$ cat config.mk
export PLATFORM = sky130hd
export DESIGN_NAME = multicycle_controller
export DESIGN_NICKNAME = d
export VERILOG_FILES = /design/src/rtl/multicycle_controller.sv
export SDC_FILE = /design/constraint.sdc
export NUM_CORES = 1
export LEC_CHECK = 0
export ABC_AREA = 1
export BUFFER_PORTS_ARGS = -buffer_cell sky130_fd_sc_hd__buf_2
export CORE_MARGIN = 4
export CORE_UTILIZATION = 40
export DETAILED_ROUTE_END_ITERATION = 10
export PLACE_DENSITY = 0.74
export SLEW_MARGIN = 20
export SYNTH_ARGS = -nofsm -noshare
export SYNTH_HDL_FRONTEND = slang
export SYNTH_SLANG_ARGS = --single-unit
$ cat constraint.sdc
create_clock -name CLK -period 1.4 [get_ports CLK]
set_clock_uncertainty 0.1 [all_clocks]
set_input_delay 0.28 -clock CLK [delete_from_list [all_inputs] [get_ports CLK]]
set_output_delay 0.28 -clock CLK [all_outputs]
set_load 0.005 [all_outputs]
$ cat src/rtl/multicycle_controller.sv
// Control unit for a multicycle MIPS-subset datapath (lw, sw, R-type, beq, addi, j).
// Outputs are a function of the current state, plus MemReady/Zero/Op/Funct where a state samples them.
module multicycle_controller #(
  parameter bit MEM_WAIT_EN = 1'b1
) (
  input  logic       CLK,
  input  logic       Reset,
  input  logic [5:0] Op,
  input  logic [5:0] Funct,
  input  logic       Zero,
  input  logic       MemReady,
  output logic       IorD,
  output logic       IRWrite,
  output logic       MemWrite,
  output logic       RegDst,
  output logic       MemtoReg,
  output logic       RegWrite,
  output logic       ALUSrcA,
  output logic       PCEn,
  output logic [1:0] ALUSrcB,
  output logic [1:0] PCSrc,
  output logic [2:0] ALUControl,
  output logic       InstrDone,
  output logic       IllegalOp
);

  typedef enum logic [3:0] {
    FETCH, DECODE, MEMADR, MEMREAD, MEMWB, MEMWRITE,
    EXECUTE, ALUWB, BRANCH, ADDIEX, ADDIWB, JUMP
  } state_t;

  localparam logic [5:0] OP_LW   = 6'b100011;
  localparam logic [5:0] OP_SW   = 6'b101011;
  localparam logic [5:0] OP_RTYP = 6'b000000;
  localparam logic [5:0] OP_BEQ  = 6'b000100;
  localparam logic [5:0] OP_ADDI = 6'b001000;
  localparam logic [5:0] OP_J    = 6'b000010;

  state_t state_q, state_d;
  logic   mem_rdy;

  assign mem_rdy = MEM_WAIT_EN ? MemReady : 1'b1;

  always_ff @(posedge CLK or negedge Reset) begin
    if (!Reset) state_q <= FETCH;
    else        state_q <= state_d;
  end

  always_comb begin
    state_d    = state_q;
    IorD       = 1'b0;
    IRWrite    = 1'b0;
    MemWrite   = 1'b0;
    RegDst     = 1'b0;
    MemtoReg   = 1'b0;
    RegWrite   = 1'b0;
    ALUSrcA    = 1'b0;
    PCEn       = 1'b0;
    ALUSrcB    = 2'b00;
    PCSrc      = 2'b00;
    ALUControl = 3'b010;
    InstrDone  = 1'b0;
    IllegalOp  = 1'b0;

    unique case (state_q)
      FETCH: begin
        ALUSrcB = 2'b01;
        IRWrite = mem_rdy;
        PCEn    = mem_rdy;
        if (mem_rdy) state_d = DECODE;
      end
      DECODE: begin
        ALUSrcB = 2'b11;
        case (Op)
          OP_LW, OP_SW: state_d = MEMADR;
          OP_RTYP:      state_d = EXECUTE;
          OP_BEQ:       state_d = BRANCH;
          OP_ADDI:      state_d = ADDIEX;
          OP_J:         state_d = JUMP;
          default: begin
            IllegalOp = 1'b1;
            InstrDone = 1'b1;
            state_d   = FETCH;
          end
        endcase
      end
      MEMADR: begin
        ALUSrcA = 1'b1;
        ALUSrcB = 2'b10;
        state_d = (Op == OP_LW) ? MEMREAD : MEMWRITE;
      end
      MEMREAD: begin
        IorD = 1'b1;
        if (mem_rdy) state_d = MEMWB;
      end
      MEMWB: begin
        MemtoReg  = 1'b1;
        RegWrite  = 1'b1;
        InstrDone = 1'b1;
        state_d   = FETCH;
      end
      MEMWRITE: begin
        IorD     = 1'b1;
        MemWrite = 1'b1;
        if (mem_rdy) begin
          InstrDone = 1'b1;
          state_d   = FETCH;
        end
      end
      EXECUTE: begin
        ALUSrcA = 1'b1;
        state_d = ALUWB;
        case (Funct)
          6'b100000: ALUControl = 3'b010;
          6'b100010: ALUControl = 3'b110;
          6'b100100: ALUControl = 3'b000;
          6'b100101: ALUControl = 3'b001;
          6'b101010: ALUControl = 3'b111;
          default: begin
            // Unknown funct: abandon the instruction before any register write.
            IllegalOp = 1'b1;
            InstrDone = 1'b1;
            state_d   = FETCH;
          end
        endcase
      end
      ALUWB: begin
        RegDst    = 1'b1;
        RegWrite  = 1'b1;
        InstrDone = 1'b1;
        state_d   = FETCH;
      end
      BRANCH: begin
        ALUSrcA    = 1'b1;
        ALUControl = 3'b110;
        PCSrc      = 2'b01;
        PCEn       = Zero;
        InstrDone  = 1'b1;
        state_d    = FETCH;
      end
      ADDIEX: begin
        ALUSrcA = 1'b1;
        ALUSrcB = 2'b10;
        state_d = ADDIWB;
      end
      ADDIWB: begin
        RegWrite  = 1'b1;
        InstrDone = 1'b1;
        state_d   = FETCH;
      end
      JUMP: begin
        PCSrc     = 2'b10;
        PCEn      = 1'b1;
        InstrDone = 1'b1;
        state_d   = FETCH;
      end
      default: state_d = FETCH;
    endcase

    // Held reset must suppress every write and pulse, even though FETCH follows MemReady.
    if (!Reset) begin
      IRWrite   = 1'b0;
      PCEn      = 1'b0;
      MemWrite  = 1'b0;
      RegWrite  = 1'b0;
      InstrDone = 1'b0;
      IllegalOp = 1'b0;
    end
  end

endmodule

==> results.txt, run 1 <==
Status: finished, violations left
Failing checks: setup timing
Worst min path class: input pin to register
First-pass GRT wire length: 3860 um
Gr usage total: 19.9%
Biggest regs: state_q x4
Sequential area share after synthesis: 15.4%
Number of max-cap violations: 0
Setup-failing EPs final: 19
Synthesis Warnings: 0
RSZ-0062 raised after global routing: true
Buffer depth of the longest clock path: 2
Largest Register: state_q
Full die area: 0.00234 mm^2
Normalized max-slew margin: 81.7%
CTS tree: yes
Routed vias: 1185
CP Max Fanout: 5
Clock Latency Late Sink: 0.26 ns
Port buffer count: 32
Crit path kind: register to output port
Initial Util: 42.7%
Flop2flop setup slack: -0.25 ns
Via/cell ratio: 5.31
Syn Std Cell Area: 651 um^2
Die Y: 48.3 um
Register bit total from synthesis: 4
Hold depth: 6
Post-detail-place hpwl: 1850 um
Syn Area/Cell: 4.75 um^2
VDD IR max: 1.13 mV
Final hold vios: 0
Final Slew Violations: 0
PwrDens: 1090 mW/mm^2
Min Hold Slack: 0.401 ns
Final Worst Setup Slack: -0.526 ns
Worst-path clk slew: 0.05 ns
Commonest non-fill, non-tap cells in the layout: nand2_1, buf_2, buf_4, nor2_1, inv_1
Worst Path Required: 1.02 ns
Max FFs per register: 4
DRT Pass-1 Iters: 6
Worst Max-Slew Pin Slew: 0.274 ns
Final period util: 138%
Grt ovf: 0
Yosys cell types: 16
Vias in the first global route: 960
P&R area growth vs syn: 100%
Setup TNS: -6.48 ns
Leak: 0.802 nW
Core area: 0.00152 mm^2
CTS buffer count: 3
Minimum clock period: 1.93 ns
DRC viols: 0
H-tree levels: 1
Cell depth of the worst flop-to-flop path: 11
Largest net degree at the start of global routing: 7
Reg2Reg Capture Point: state_q[2]
Clock sinks: 4
Share of cells above drive strength 1: 58.0%
Worst hold start: MemReady
Detail Route Antenna Nets: 0
CTS root buf: clkbuf_4
Routability cong.: 0.945
Initial antenna violation count: 0
Maximum clock frequency: 519 MHz
Row Count: 14
WL/cell: 14.5 um
Synth Net Count: 153
Ant diodes: 0
Nets: 225
IO Count: 33
Syn Inst Count: 137
Die W: 48.3 um
Wirelength, routed: 3220 um
Hold Path End: state_q[0]
Layout Utilization: 85.6%
CP startpoint kind: register
Crit end category: output port
Arr. time, crit path: 1.55 ns
Leading cell type in the layout, fill and taps excluded: nand2_1
Worst reg2reg path startpoint: state_q[0]
Iter 0 DRT Violations: 40
==> where the power goes <==
| part | internal (mW) | switching [mW] | leakage, nW |
|---|---|---|---|
| combinational | 0.499 | 0.542 | 0.738 |
| clock | 0.0972 | 0.0665 | 0.0138 |
| sequential | 0.148 | 0.0678 | 0.0492 |
| total | 0.744 | 0.677 | 0.802 |
==> critical path, stage by stage (launching register included) <==
cell and delay (ns):
dfrtp_2 0.48, nand2_2 0.13, inv_2 0.06, o21ai_2 0.13
o21ai_2 0.09, o31ai_2 0.19, nand2_1 0.08, buf_2 0.13
==> layout make-up <==
cell class              count  area [um^2]
repair buffers             67          453
flip-flops and latches      4          104
inverters                  31          119
well taps                  16         20.0
multi-input cells         102          586
clock buffers               3         22.5
fillers                    88          220
==> how the worst max path moves through the flow <==
stage | start | to
global route | state_q[1] | InstrDone
finish | state_q[1] | InstrDone
detailed placement | Op[5] | InstrDone
global placement | Op[5] | InstrDone
CTS | state_q[0] | InstrDone
floorplan | state_q[1] | InstrDone
==> kinds of logic after synthesis <==
kind of cell / share of synthesized area (%)
simple gates: 58.7
buf+inv: 17.9
compound gates: 8.08
flops: 15.4
==> synth_stat cells <==
cell type / number / area (um^2)
inv_1: 29 / 109
nor2_1: 31 / 116
o22ai_1: 1 / 6.26
nor2_2: 3 / 18.8
o21ai_1: 2 / 10.0
nand4_1: 1 / 6.26
o21ai_0: 2 / 10.0
dfrtp_1: 4 / 100
nand2_1: 42 / 158
nor3_1: 3 / 15.0
inv_2: 2 / 7.51
nand3b_1: 1 / 7.51
o31ai_1: 1 / 7.51
a21oi_1: 2 / 10.0
o21ai_2: 1 / 8.76
nand3_1: 12 / 60.1
==> metal layers <==
metal / track usage [%] / vias up / share of wire, %
met2: 36.5 / 90 / 50
met4: 8.29 / 0 / 7.0
met5: 0 / - / 0
met3: 3.68 / 29 / 8.1
li1: - / 555 / -
met1: 21.8 / 511 / 35
==> stage by stage <==
stage          power (mW)  instances  worst slack, ns  cell area (um^2)
2_1_floorplan       0.515        137         -0.00377               656
3_3_place_gp        0.838        212           -0.174              1040
3_5_place_dp        0.859        212           -0.233              1040
4_1_cts              1.09        217           -0.482              1130
5_1_grt              1.52        223           -0.574              1300
6_report             1.42        223           -0.526              1300
==> timing repair <==
item / 4_1_cts / 5_1_grt
hold endpoints to repair: 4 / 0
pin swaps: 4 / 15
hold buffers: 1 / 0
setup buffers: 1 / 7
setup endpoints to repair: 19 / 20
gates resized for setup: 22 / 42
No activity file was read; power rests on OpenSTA's default activity.
==> run 2: changes to the inputs <==
CORE_UTILIZATION = 44   (was 40)
PLACE_DENSITY = 0.78   (was 0.74)
clock period = 1.8 ns   (was 1.4 ns; I/O delays follow)
==> run 2 against run 1 <==
Against the previous run:
- the run still ends with setup timing left
- worst hold slack better by 0.0055 ns
- cell count decreased by 14%
- cell area decreased by 27%
- critical path depth did not move
- die area is 7.6% lower
- count of clock-buffer cells in the layout unchanged
- utilization shrank 15 points
- sequential power down 27%
- sequential share of layout area rose by 2.8 points
- non-clock buffer count down 31
- highest routed layer is now met3
==> results.txt, run 2 (synthesis results as in run 1) <==
Status: finished, violations left
Failing checks: setup timing
Full die area: 0.00216 mm^2
Leading cell type in the layout, fill and taps excluded: nand2_1
Routability cong.: 0.916
Gr usage total: 19.3%
Initial antenna violation count: 0
Largest net degree at the start of global routing: 8
Minimum clock period: 1.94 ns
CTS root buf: clkbuf_4
Final Worst Setup Slack: -0.137 ns
PwrDens: 796 mW/mm^2
DRT Pass-1 Iters: 4
Final hold vios: 0
Row Count: 13
M1 GR Usage: 21.1%
Max FFs per register: 4
Worst reg2reg path startpoint: state_q[2]
Buffer depth of the longest clock path: 2
Layout Cells excl Fill: 191
Maximum clock frequency: 516 MHz
Die Y: 46.5 um
Normalized max-slew margin: 84.4%
Commonest non-fill, non-tap cells in the layout: nand2_1, buf_2, inv_1, nor2_1, nand3_1
Post-detail-place hpwl: 1530 um
Initial Util: 48.2%
Clock Latency Late Sink: 0.23 ns
Setup-failing EPs final: 8
Vias in the first global route: 829
Grt peak-use layer: met2
Die W: 46.5 um
CP startpoint kind: register
IO Count: 33
P&R area growth vs syn: 46.3%
Clock sinks: 4
Biggest regs: state_q x4
Setup TNS: -0.497 ns
Crit path kind: register to output port
Crit end category: output port
Share of cells above drive strength 1: 34.1%
Core area: 0.00135 mm^2
Ant diodes: 0
Family with the most delay on the worst path: flip-flops
Register area: 103 um^2
Critical path depth: 7
Cell depth of the worst flop-to-flop path: 9
Met2 Resource Use GR: 38.2%
Largest stage delay, worst path: 0.46 ns
Routed vias: 931
Largest Register: state_q
Worst min path class: input pin to register
Worst-path clk slew: 0.04 ns
Worst Max-Slew Pin Slew: 0.234 ns
Filler cells: 133
Hold depth: 5
H-tree levels: 1
Worst Setup SP: state_q[1]
Critical Path, Cell by Cell: nand2_2 > inv_1 > o21ai_2 > o21ai_1 > o31ai_1 > nand2_1 > buf_2
WL/cell: 10.3 um
CTS tree: yes
Multi-input combinational cell area: 499 um^2
Nets: 194
Detail Route Antenna Nets: 0
Port buffer count: 32
Wirelength, routed: 1960 um
Worst path slowest cell: dfrtp_2
Worst hold start: MemReady
Grt ovf: 0
Total Power: 0.758 mW
Leak: 0.647 nW
Layout Utilization: 70.5%
DRC viols: 0
Met3 Use GR: 2.73%
Final period util: 108%
Setup WS pre-CTS: 0.000331 ns
CTS buffer count: 3
Number of max-cap violations: 0
RSZ-0062 raised after global routing: true
Iter 0 DRT Violations: 16
Arr. time, crit path: 1.48 ns
DP Cell Count: 185
WP buf/inv: 2
VDD IR max: 0.402 mV
Worst Path Required: 1.34 ns
Final Slew Violations: 0
CP Max Fanout: 5
Via/cell ratio: 4.87
First-pass GRT wire length: 3130 um
[run 2: cell count changes in the layout (fill, tap and decap cells not counted), sizes merged]
cell | before | now
buf | 66 | 35
[run 2: cell type report]
class	instances	area share, %
multi-input combinational	102	52.4
timing repair buffer	36	20.2
inverter	31	12.2
sequential	4	10.8
clock buffer	3	2.37
tap	15	1.97
[run 2: path summary, 6_finish.rpt]
| kind | endpoint | slack [ns] |
|---|---|---|
| hold reg to reg | state_q[2] | 0.61 |
| min in group asynchronous | state_q[2] | 0.48 |
| max in group asynchronous | state_q[1] | 0.94 |
| setup reg to reg | state_q[2] | 0.41 |
| setup / recovery | InstrDone | -0.14 |
| hold / removal | state_q[2] | 0.41 |
[run 2: where the power goes]
part	internal [mW]	total (mW)	switching, mW
clock	0.0742	0.106	0.0316
sequential	0.114	0.157	0.0429
combinational	0.199	0.495	0.296
total	0.388	0.758	0.370
[run 2: layer usage]
metal	up-vias	routed length, um
met1	420	799
met3	0	87
li1	493	-
met2	18	1080
met5	-	0
met4	0	0
[run 2: tightest hold or removal path, stage by stage]
cell	delay [ns]
buf_2	0.09
inv_1	0.08
o21ai_2	0.07
nand2_1	0.05
nand2_1	0.05
[run 2: timing repair]
item	in CTS	in global routing
endpoints found under the setup margin	8	11
hold buffers	1	0
setup buffers	1	2
endpoints found under the hold margin	4	0
resized for setup	10	12
pin swaps	2	7
[run 2: per-stage QoR]
stage | hold slack (ns) | cell area [um^2]
after floorplan | -0.0356 | 651
after global placement | 0.102 | 837
after detailed placement | 0.102 | 837
after CTS | 0.394 | 902
after global routing | 0.410 | 952
final | 0.407 | 952
==> run 3: changes to the inputs <==
clock period = 2.22 ns   (was 1.8 ns; I/O delays follow)
==> run 3 against run 2 <==
Against the previous run:
- the flow now finishes without violations
- non-clock buffer count shrank 3
- cell area shrank 9.5%
- count of clock-buffer cells in the layout is the same
- utilization shrank 6.7 points
- critical path type unchanged
- largest power group unchanged
==> results.txt, run 3 (synthesis results as in run 1) <==
Status: finished, final reports clean
Top Metal Used: met4
Number of setup buffers added after CTS: 0
Port buffer count: 32
Biggest regs: state_q x4
CTS hold repair buffers: 1
IO Count: 33
WL/cell: 9.57 um
Post-detail-place hpwl: 1600 um
Cts repair resizes: 0
Clock sinks: 4
Arr. time, crit path: 1.51 ns
Worst min path class: input pin to asynchronous set/reset pin
Final period util: 92.5%
Nets: 191
CTS root buf: clkbuf_4
Largest stage delay, worst path: 0.42 ns
Iter 0 DRT Violations: 34
RSZ-0062 raised after global routing: false
Wirelength, routed: 1800 um
Largest net degree at the start of global routing: 10
Core area: 0.00135 mm^2
Clock Latency Late Sink: 0.23 ns
Die W: 46.5 um
Min Hold Slack: 0.483 ns
Via/cell ratio: 4.85
CTS tree: yes
Met1 WL: 728 um
Setup TNS: 0 ns
Initial Util: 48.2%
Initial antenna violation count: 0
Reg2Reg Capture Point: state_q[0]
Final instance area: 862 um^2
Vias in the first global route: 819
Grt ovf: 0
Largest Register: state_q
Normalized max-slew margin: 85.0%
Maximum clock frequency: 487 MHz
Share of cells above drive strength 1: 23.7%
Final Slew Violations: 0
Commonest non-fill, non-tap cells in the layout: nand2_1, buf_2, nor2_1, inv_1, nand3_1
Setup WS pre-CTS: 0.266 ns
Critical Path, Cell by Cell: nand2_1 > inv_1 > o21ai_1 > o21ai_0 > o31ai_1 > nand2_1 > buf_2
Row Count: 13
Flop2flop setup slack: 0.89 ns
DRC viols: 0
Worst Max-Slew Pin Slew: 0.223 ns
Minimum clock period: 2.05 ns
PwrDens: 605 mW/mm^2
P&R area growth vs syn: 32.5%
Gr usage total: 18.7%
Placed cell area: 830 um^2
Max FFs per register: 4
Full die area: 0.00216 mm^2
Worst Path Required: 1.68 ns
Worst path slowest cell: dfrtp_1
DRT Pass-1 Iters: 4
Number of max-cap violations: 0
Detail Route Antenna Nets: 0
H-tree levels: 1
CP Max Fanout: 5
Buffer depth of the longest clock path: 2
Routability cong.: 0.896
CP startpoint kind: register
Final hold vios: 0
Leak: 0.624 nW
Die Y: 46.5 um
Critical Path Most Common Cell: nand2_1
First-pass GRT wire length: 3020 um
Crit path kind: register to output port
Cell depth of the worst flop-to-flop path: 8
Final Worst Setup Slack: 0.166 ns
Worst-path clk slew: 0.04 ns
Filler cells: 138
Setup-failing EPs final: 0
Ant diodes: 0
Met3 Routed Length: 127 um
VDD IR max: 0.283 mV
Worst reg2reg path startpoint: state_q[3]
CTS buffer count: 3
Crit end category: output port
Routed vias: 912
Leading cell type in the layout, fill and taps excluded: nand2_1
Met2 WL: 933 um
## run 3: cell count changes in the layout (fill, tap and decap cells not counted), moves of 2 or more
cell / change
nor2_1: +6
nand2_1: +4
nand2_2: -4
nor2_4: -4
buf_4: -3
dfrtp_1: +2
dfrtp_2: -2
nor2_2: -2
## run 3: how the worst max path moves through the flow
stage | slack [ns] | to | startpoint | depth (start not counted)
final | 0.17 | InstrDone | state_q[1] | 7
after global routing | 0.006 | InstrDone | state_q[1] | 7
after CTS | 0.16 | InstrDone | state_q[0] | 7
after detailed placement | 0.27 | InstrDone | Funct[4] | 10
after global placement | 0.31 | InstrDone | Funct[4] | 10
after floorplan | 0.59 | InstrDone | Funct[5] | 9
## run 3: cell type report
| class | count | area [um^2] | area share (%) |
|---|---|---|---|
| clock buffer | 3 | 22.5 | 2.61 |
| inverter | 31 | 116 | 13.5 |
| multi-input combinational | 102 | 434 | 50.4 |
| sequential | 4 | 100 | 11.6 |
| tap | 15 | 18.8 | 2.18 |
| timing repair buffer | 33 | 170 | 19.7 |
## run 3: power by group
group          switching (mW)  internal, mW  total (mW)
combinational           0.203         0.121       0.324
sequential             0.0195        0.0905       0.110
clock                  0.0279        0.0603      0.0883
total                   0.250         0.272       0.522
## run 3: worst max-delay path, delay by kind of cell, from the launching register on
kind,cells,cell delay (ns)
flops,1,0.42
compound gates,3,0.45
buf+inv,2,0.20
simple gates,2,0.22
## run 3: metrics by stage
step | utilization (%) | power (mW) | instances
2_1_floorplan | - | 0.319 | 137
3_3_place_gp | 61.4 | 0.426 | 184
3_5_place_dp | 61.4 | 0.435 | 184
4_1_cts | 63.9 | 0.528 | 188
5_1_grt | 63.9 | 0.582 | 188
6_report | 63.9 | 0.522 | 188
## run 3: layer usage
metal | global-route usage (%) | up-vias
met5 | 0 | -
met3 | 2.73 | 2
met2 | 34.9 | 35
li1 | - | 487
met4 | 7.95 | 0
met1 | 20.4 | 388
